## config.mk

```make
export PLATFORM = sky130hd
export DESIGN_NAME = fifo_stream_reader
export DESIGN_NICKNAME = d
export VERILOG_FILES = /design/src/rtl/fifo_stream_reader.sv
export SDC_FILE = /design/constraint.sdc
export NUM_CORES = 1
export LEC_CHECK = 0
export ABC_AREA = 1
export CAP_MARGIN = 30
export CORE_MARGIN = 2
export CORE_UTILIZATION = 45
export DETAILED_ROUTE_END_ITERATION = 6
export PLACE_DENSITY = 0.73
export SYNTH_ARGS = -nofsm -noshare
export SYNTH_HDL_FRONTEND = slang
export SYNTH_SLANG_ARGS = --single-unit
```

## constraint.sdc

```tcl
create_clock -name clk -period 4.05 [get_ports clk]
set_input_delay 1.0125 -clock clk [delete_from_list [all_inputs] [get_ports clk]]
set_output_delay 1.0125 -clock clk [all_outputs]
set_load 0.01 [all_outputs]
```

## src/rtl/fifo_stream_reader.sv

```systemverilog
// fifo_stream_reader: read-side drain engine for the synchronous FIFO.
// Pops words through read_enable/empty (data arrives one cycle after the pop),
// parks them in a small circular buffer and presents them on a valid/ready
// stream with no loss under backpressure.
// Optional feature macro: READER_LAST_EN adds m_last, asserted on the final
// word of every PKT_LEN-word packet.
module fifo_stream_reader #(
  parameter int DATA_W    = 6,
  parameter int BUF_DEPTH = 2,
  parameter int CNT_W     = 16,
  parameter int PKT_LEN   = 8
) (
  input  logic              clk,
  input  logic              arst_n,
  input  logic              fifo_empty,
  input  logic [DATA_W-1:0] fifo_data,
  output logic              fifo_read_enable,
  output logic [DATA_W-1:0] m_data,
  output logic              m_valid,
  input  logic              m_ready,
`ifdef READER_LAST_EN
  output logic              m_last,
`endif
  output logic [CNT_W-1:0]  word_count,
  output logic              busy
);

  localparam int PTR_W = $clog2(BUF_DEPTH);
  localparam int OCC_W = $clog2(BUF_DEPTH + 1);

  // Reject out-of-range configurations at elaboration time.
  if (BUF_DEPTH < 2 || BUF_DEPTH > 8 || PKT_LEN < 2) begin : gParamCheck
    $error("fifo_stream_reader: illegal BUF_DEPTH or PKT_LEN");
  end

  logic [DATA_W-1:0] bufMem_q [BUF_DEPTH];
  logic [DATA_W-1:0] bufMem_d [BUF_DEPTH];
  logic [PTR_W-1:0]  wrPtr_q, wrPtr_d;
  logic [PTR_W-1:0]  rdPtr_q, rdPtr_d;
  logic [OCC_W-1:0]  occ_q, occ_d;
  logic              inflight_q, inflight_d;
  logic [CNT_W-1:0]  wordCount_q, wordCount_d;
  logic              popReq;
  logic              xfer;
`ifdef READER_LAST_EN
  logic [CNT_W-1:0]  pktCnt_q, pktCnt_d;
  logic              lastBeat;
`endif

  // Circular pointer increment with explicit wrap so non-power-of-2 depths work.
  function automatic logic [PTR_W-1:0] nextPtr(input logic [PTR_W-1:0] p);
    return (p == PTR_W'(BUF_DEPTH - 1)) ? '0 : p + 1'b1;
  endfunction

  // Pop only when the buffer can absorb every word already promised to it;
  // the reset term keeps the request low while arst_n is held.
  always_comb begin
    popReq = arst_n && !fifo_empty &&
             (({1'b0, occ_q} + (OCC_W+1)'(inflight_q)) < (OCC_W+1)'(BUF_DEPTH));
    xfer   = (occ_q != '0) && m_ready;
  end

  // Next-state: capture the word popped last cycle, retire the head on a transfer.
  always_comb begin
    bufMem_d    = bufMem_q;
    wrPtr_d     = wrPtr_q;
    rdPtr_d     = rdPtr_q;
    occ_d       = occ_q;
    wordCount_d = wordCount_q;
    inflight_d  = popReq;
    if (inflight_q) begin
      bufMem_d[wrPtr_q] = fifo_data;
      wrPtr_d           = nextPtr(wrPtr_q);
    end
    if (xfer) begin
      rdPtr_d     = nextPtr(rdPtr_q);
      wordCount_d = wordCount_q + 1'b1;
    end
    if (inflight_q && !xfer) begin
      occ_d = occ_q + 1'b1;
    end else if (!inflight_q && xfer) begin
      occ_d = occ_q - 1'b1;
    end
  end

  // State registers; the asynchronous reset drops any word still in flight.
  always_ff @(posedge clk or negedge arst_n) begin
    if (!arst_n) begin
      for (int i = 0; i < BUF_DEPTH; i++) begin
        bufMem_q[i] <= '0;
      end
      wrPtr_q     <= '0;
      rdPtr_q     <= '0;
      occ_q       <= '0;
      inflight_q  <= 1'b0;
      wordCount_q <= '0;
    end else begin
      bufMem_q    <= bufMem_d;
      wrPtr_q     <= wrPtr_d;
      rdPtr_q     <= rdPtr_d;
      occ_q       <= occ_d;
      inflight_q  <= inflight_d;
      wordCount_q <= wordCount_d;
    end
  end

`ifdef READER_LAST_EN
  // Packet position: the last beat of each packet wraps the counter to zero.
  always_comb begin
    lastBeat = (pktCnt_q == CNT_W'(PKT_LEN - 1));
    pktCnt_d = pktCnt_q;
    if (xfer) begin
      pktCnt_d = lastBeat ? '0 : pktCnt_q + 1'b1;
    end
  end

  // Packet counter register.
  always_ff @(posedge clk or negedge arst_n) begin
    if (!arst_n) begin
      pktCnt_q <= '0;
    end else begin
      pktCnt_q <= pktCnt_d;
    end
  end

  assign m_last = m_valid && lastBeat;
`endif

  assign fifo_read_enable = popReq;
  assign m_valid          = (occ_q != '0);
  assign m_data           = bufMem_q[rdPtr_q];
  assign word_count       = wordCount_q;
  assign busy             = inflight_q || (occ_q != '0);

endmodule

```

==> flow_summary_export.csv <==
group,metric,value,unit
min_path,min_from,"bufMem_q[11]$_DFFE_PN0P_",
sta,fmax,295,MHz
logic_synthesis,synth_top_area_cell,"dfrtp_1",
sta,fin_tns_setup,0,ns
logic_synthesis,synth.avg_cell_area,8.31,µm²
logic_synthesis,yosysTopAreaCellShare,52.9,%
finish,final_util,60.8,%
floorplan,io_pins,35,
sta,post-route-min-period,3.39,ns
cts,cts_buffers,5,
cts,ctsHoldBuffers,0,
sta,rsz0062_at_grt,"false",
logic_synthesis,syn_nets,200,
drt,post_drt_wl_per_cell,10.9,µm
worst_setup_path,crit_path_cell_trace,"clkdlybuf4s50_1, nand2_1, a211oi_1, clkdlybuf4s50_1",
logic_synthesis,synth.area.top_cells,"dfrtp_1 (53%), nand2_1 (16%), inv_1 (5.5%)",
worst_setup_path,setup.worst_path.start_class,"primary input",
cts,cts_max_level,2,
finish,antenna_cells,0,
floorplan,die_w,62.9,µm
worst_setup_path,cp_common_cell,"clkdlybuf4s50_1",
sta,finClkSkew,0.00819,ns
drt,dr.pass1.iters,5,
finish,drive_gt1_share,7.05,%
cts,clk-insertion-delay-late,0.34,ns
grt,grt_pass1_wl,5.42,mm
floorplan,die_h,62.9,µm
worst_setup_path,critPathLaunch,"arst_n",
cts,clockRootBuffer,"clkbuf_4",
cts,cts-resized-gates,0,
power_and_ir_drop,power.leakage,0.000995,µW
worst_setup_path,cp_top_family,"buffers and inverters",
worst_setup_path,r2r-start,"occ_q[0]$_DFFE_PN0P_",
logic_synthesis,ys_seq_area_share,52.9,%
logic_synthesis,synthDistinctLibCells,21,
finish,synthToLayoutAreaGrowth,29.9,%
sta,slew_viol_final,0,
cts,cts_tree,"done",
flow_run,cap_violations,0,
drt,drtAntennaViolNets,0,
grt,grt_remaining_overflow,0,
floorplan,core_area,0.00334,mm²
outcome,outcome,"complete, no violations",
power_and_ir_drop,vdd_drop_max,0.319,mV
finish,finalNetCount,238,
grt,track_usage,17.7,%
finish,final_cell_mix,"nand2_1 (65), clkdlybuf4s50_1 (34), dfrtp_1 (33)",
grt,grt_pass1_vias,1215,
logic_synthesis,yosysWarningCount,0,
grt,grt_max_degree,34,
worst_setup_path,critical_path_buf_inv_count,2,
cts,clock_sinks,33,
drt,vias,1292,
min_path,worstHoldPathType,"flip-flop to flip-flop",
cts,postCtsSetupRepairBufs,0,
worst_setup_path,arrival,2.38,ns
floorplan,dieArea,0.00396,mm²
cts,clock_path_buffers,2,
sta,hold_violations,0,
floorplan,fp-row-count,21,
place,dp_hpwl,2.11,mm
worst_setup_path,setup.worst_path.end_class,"output port",
worst_setup_path,path_class,"primary input to output port",
drt,routed_wl,2.99,mm
drt,drt_iter0_drc,66,
grt,grt_antenna_before_repair,0,
sta,setup_viol,0,
worst_setup_path,slowest_delay,0.59,ns
cts,clkSlewWorstSetupHoldPaths,0.10,ns
worst_setup_path,cp.required,3.04,ns
finish,final_common_cell,"nand2_1",
place,port_buffers,34,
place,place_congestion,0.770,
sta,worst_slew_pin_slew,0.408,ns
sta,relSlewSlack,72.8,%
logic_synthesis,synth.cell_area,0.00156,mm²
logic_synthesis,ys_ff_latch,33,
floorplan,initial_core_util,46.8,%
drt,drc,0,
worst_setup_path,cp_slowest_cell,"clkdlybuf4s50_1",
drt,via_per_inst,4.73,
power_and_ir_drop,p_per_area,637,mW/mm²
sta,fin_crit_sh,83.8,%
logic_synthesis,postSynthCellCount,188,
worst_setup_path,crit_path_max_fanout,2,
-- final cells by class --
| cell class | count | area, µm² |
|---|---|---|
| Tap cell | 46 | 57.6 |
| Timing Repair Buffer | 35 | 348 |
| Fill cell | 324 | 1310 |
| Multi-Input combinational cell | 127 | 622 |
| Sequential cell | 33 | 826 |
| Clock inverter | 1 | 30.0 |
| Inverter | 24 | 90.1 |
| Clock buffer | 7 | 55.1 |
-- worst reg2reg max path: stages, from the launching register on --
cell and delay, ns:
dfrtp_1 0.44, nor2_2 0.10, nor2_4 0.30, inv_2 0.10, ha_1 0.32, a21oi_1 0.12
o21ai_0 0.11, xor2_1 0.15
-- synthesized netlist by cell type (all sizes together) --
| master | number |
|---|---|
| nand2 | 66 |
| a21oi | 1 |
| buf | 2 |
| nand3 | 3 |
| a211oi | 1 |
| xor2 | 6 |
| xnor2 | 6 |
| dfrtp | 33 |
| or2 | 1 |
| ha | 2 |
| inv | 24 |
| nand3b | 2 |
| clkbuf | 2 |
| nand4 | 4 |
| nor2 | 20 |
| o21ai | 15 |
-- sequential cells by signal, indices dropped and copies added, names as in the netlist --
| name | flops |
|---|---|
| inflight_q | 1 |
| wrPtr_q | 1 |
| word_count | 16 |
| bufMem_q | 12 |
| rdPtr_q | 1 |
| occ_q | 2 |
-- path summary, 6_finish.rpt --
check	slack, ns	cells after the start	to
worst max-delay path	0.66	4	fifo_read_enable
worst min-delay path	0.49	2	bufMem_q[11]$_DFFE_PN0P_
worst max register to register	2.29	7	occ_q[1]$_DFFE_PN0P_
worst min register to register	0.49	2	bufMem_q[11]$_DFFE_PN0P_
max in group asynchronous	2.65	2	word_count[14]$_DFFE_PN0P_
min in group asynchronous	1.10	2	word_count[6]$_DFFE_PN0P_
-- kinds of logic (layout without fill, tap and decap cells) --
kind of cell / count (synthesis) / count (layout) / synth area share [%]
AOI/OAI and AO/OA: 17 / 17 / 5.61
xor gates and xnor gates: 12 / 12 / 6.73
adders and majority gates: 2 / 2 / 1.60
buffers and inverters: 28 / 67 / 7.29
DFF: 33 / 33 / 52.9
and+or+nand+nor: 96 / 96 / 25.9
-- per-stage QoR --
stage          worst slack [ns]  power [µW]  hold slack (ns)  instance area (µm²)  instances
6_report                  0.656        1290            0.494                 2030        273
5_1_grt                   0.556        1400            0.528                 2030        273
4_1_cts                   0.648        1310            0.498                 2030        273
3_5_place_dp              0.665        1050            0.473                 1940        265
3_3_place_gp              0.675        1030            0.466                 1940        265
2_1_floorplan              1.63         804            0.453                 1560        188
-- report_power, final --
part / switching [µW] / internal, µW / total [µW]
clock network: 112 / 147 / 259
logic: 224 / 260 / 485
registers: 104 / 445 / 549
-- routing by layer --
metal	GRT usage, %	vias up	share of wire (%)
li1	-	651	-
met1	22.1	599	47
met2	28.5	36	45
met3	5.41	6	6.1
met4	7.50	0	2.1
met5	0	-	0
(Power assumes the default switching activity.)
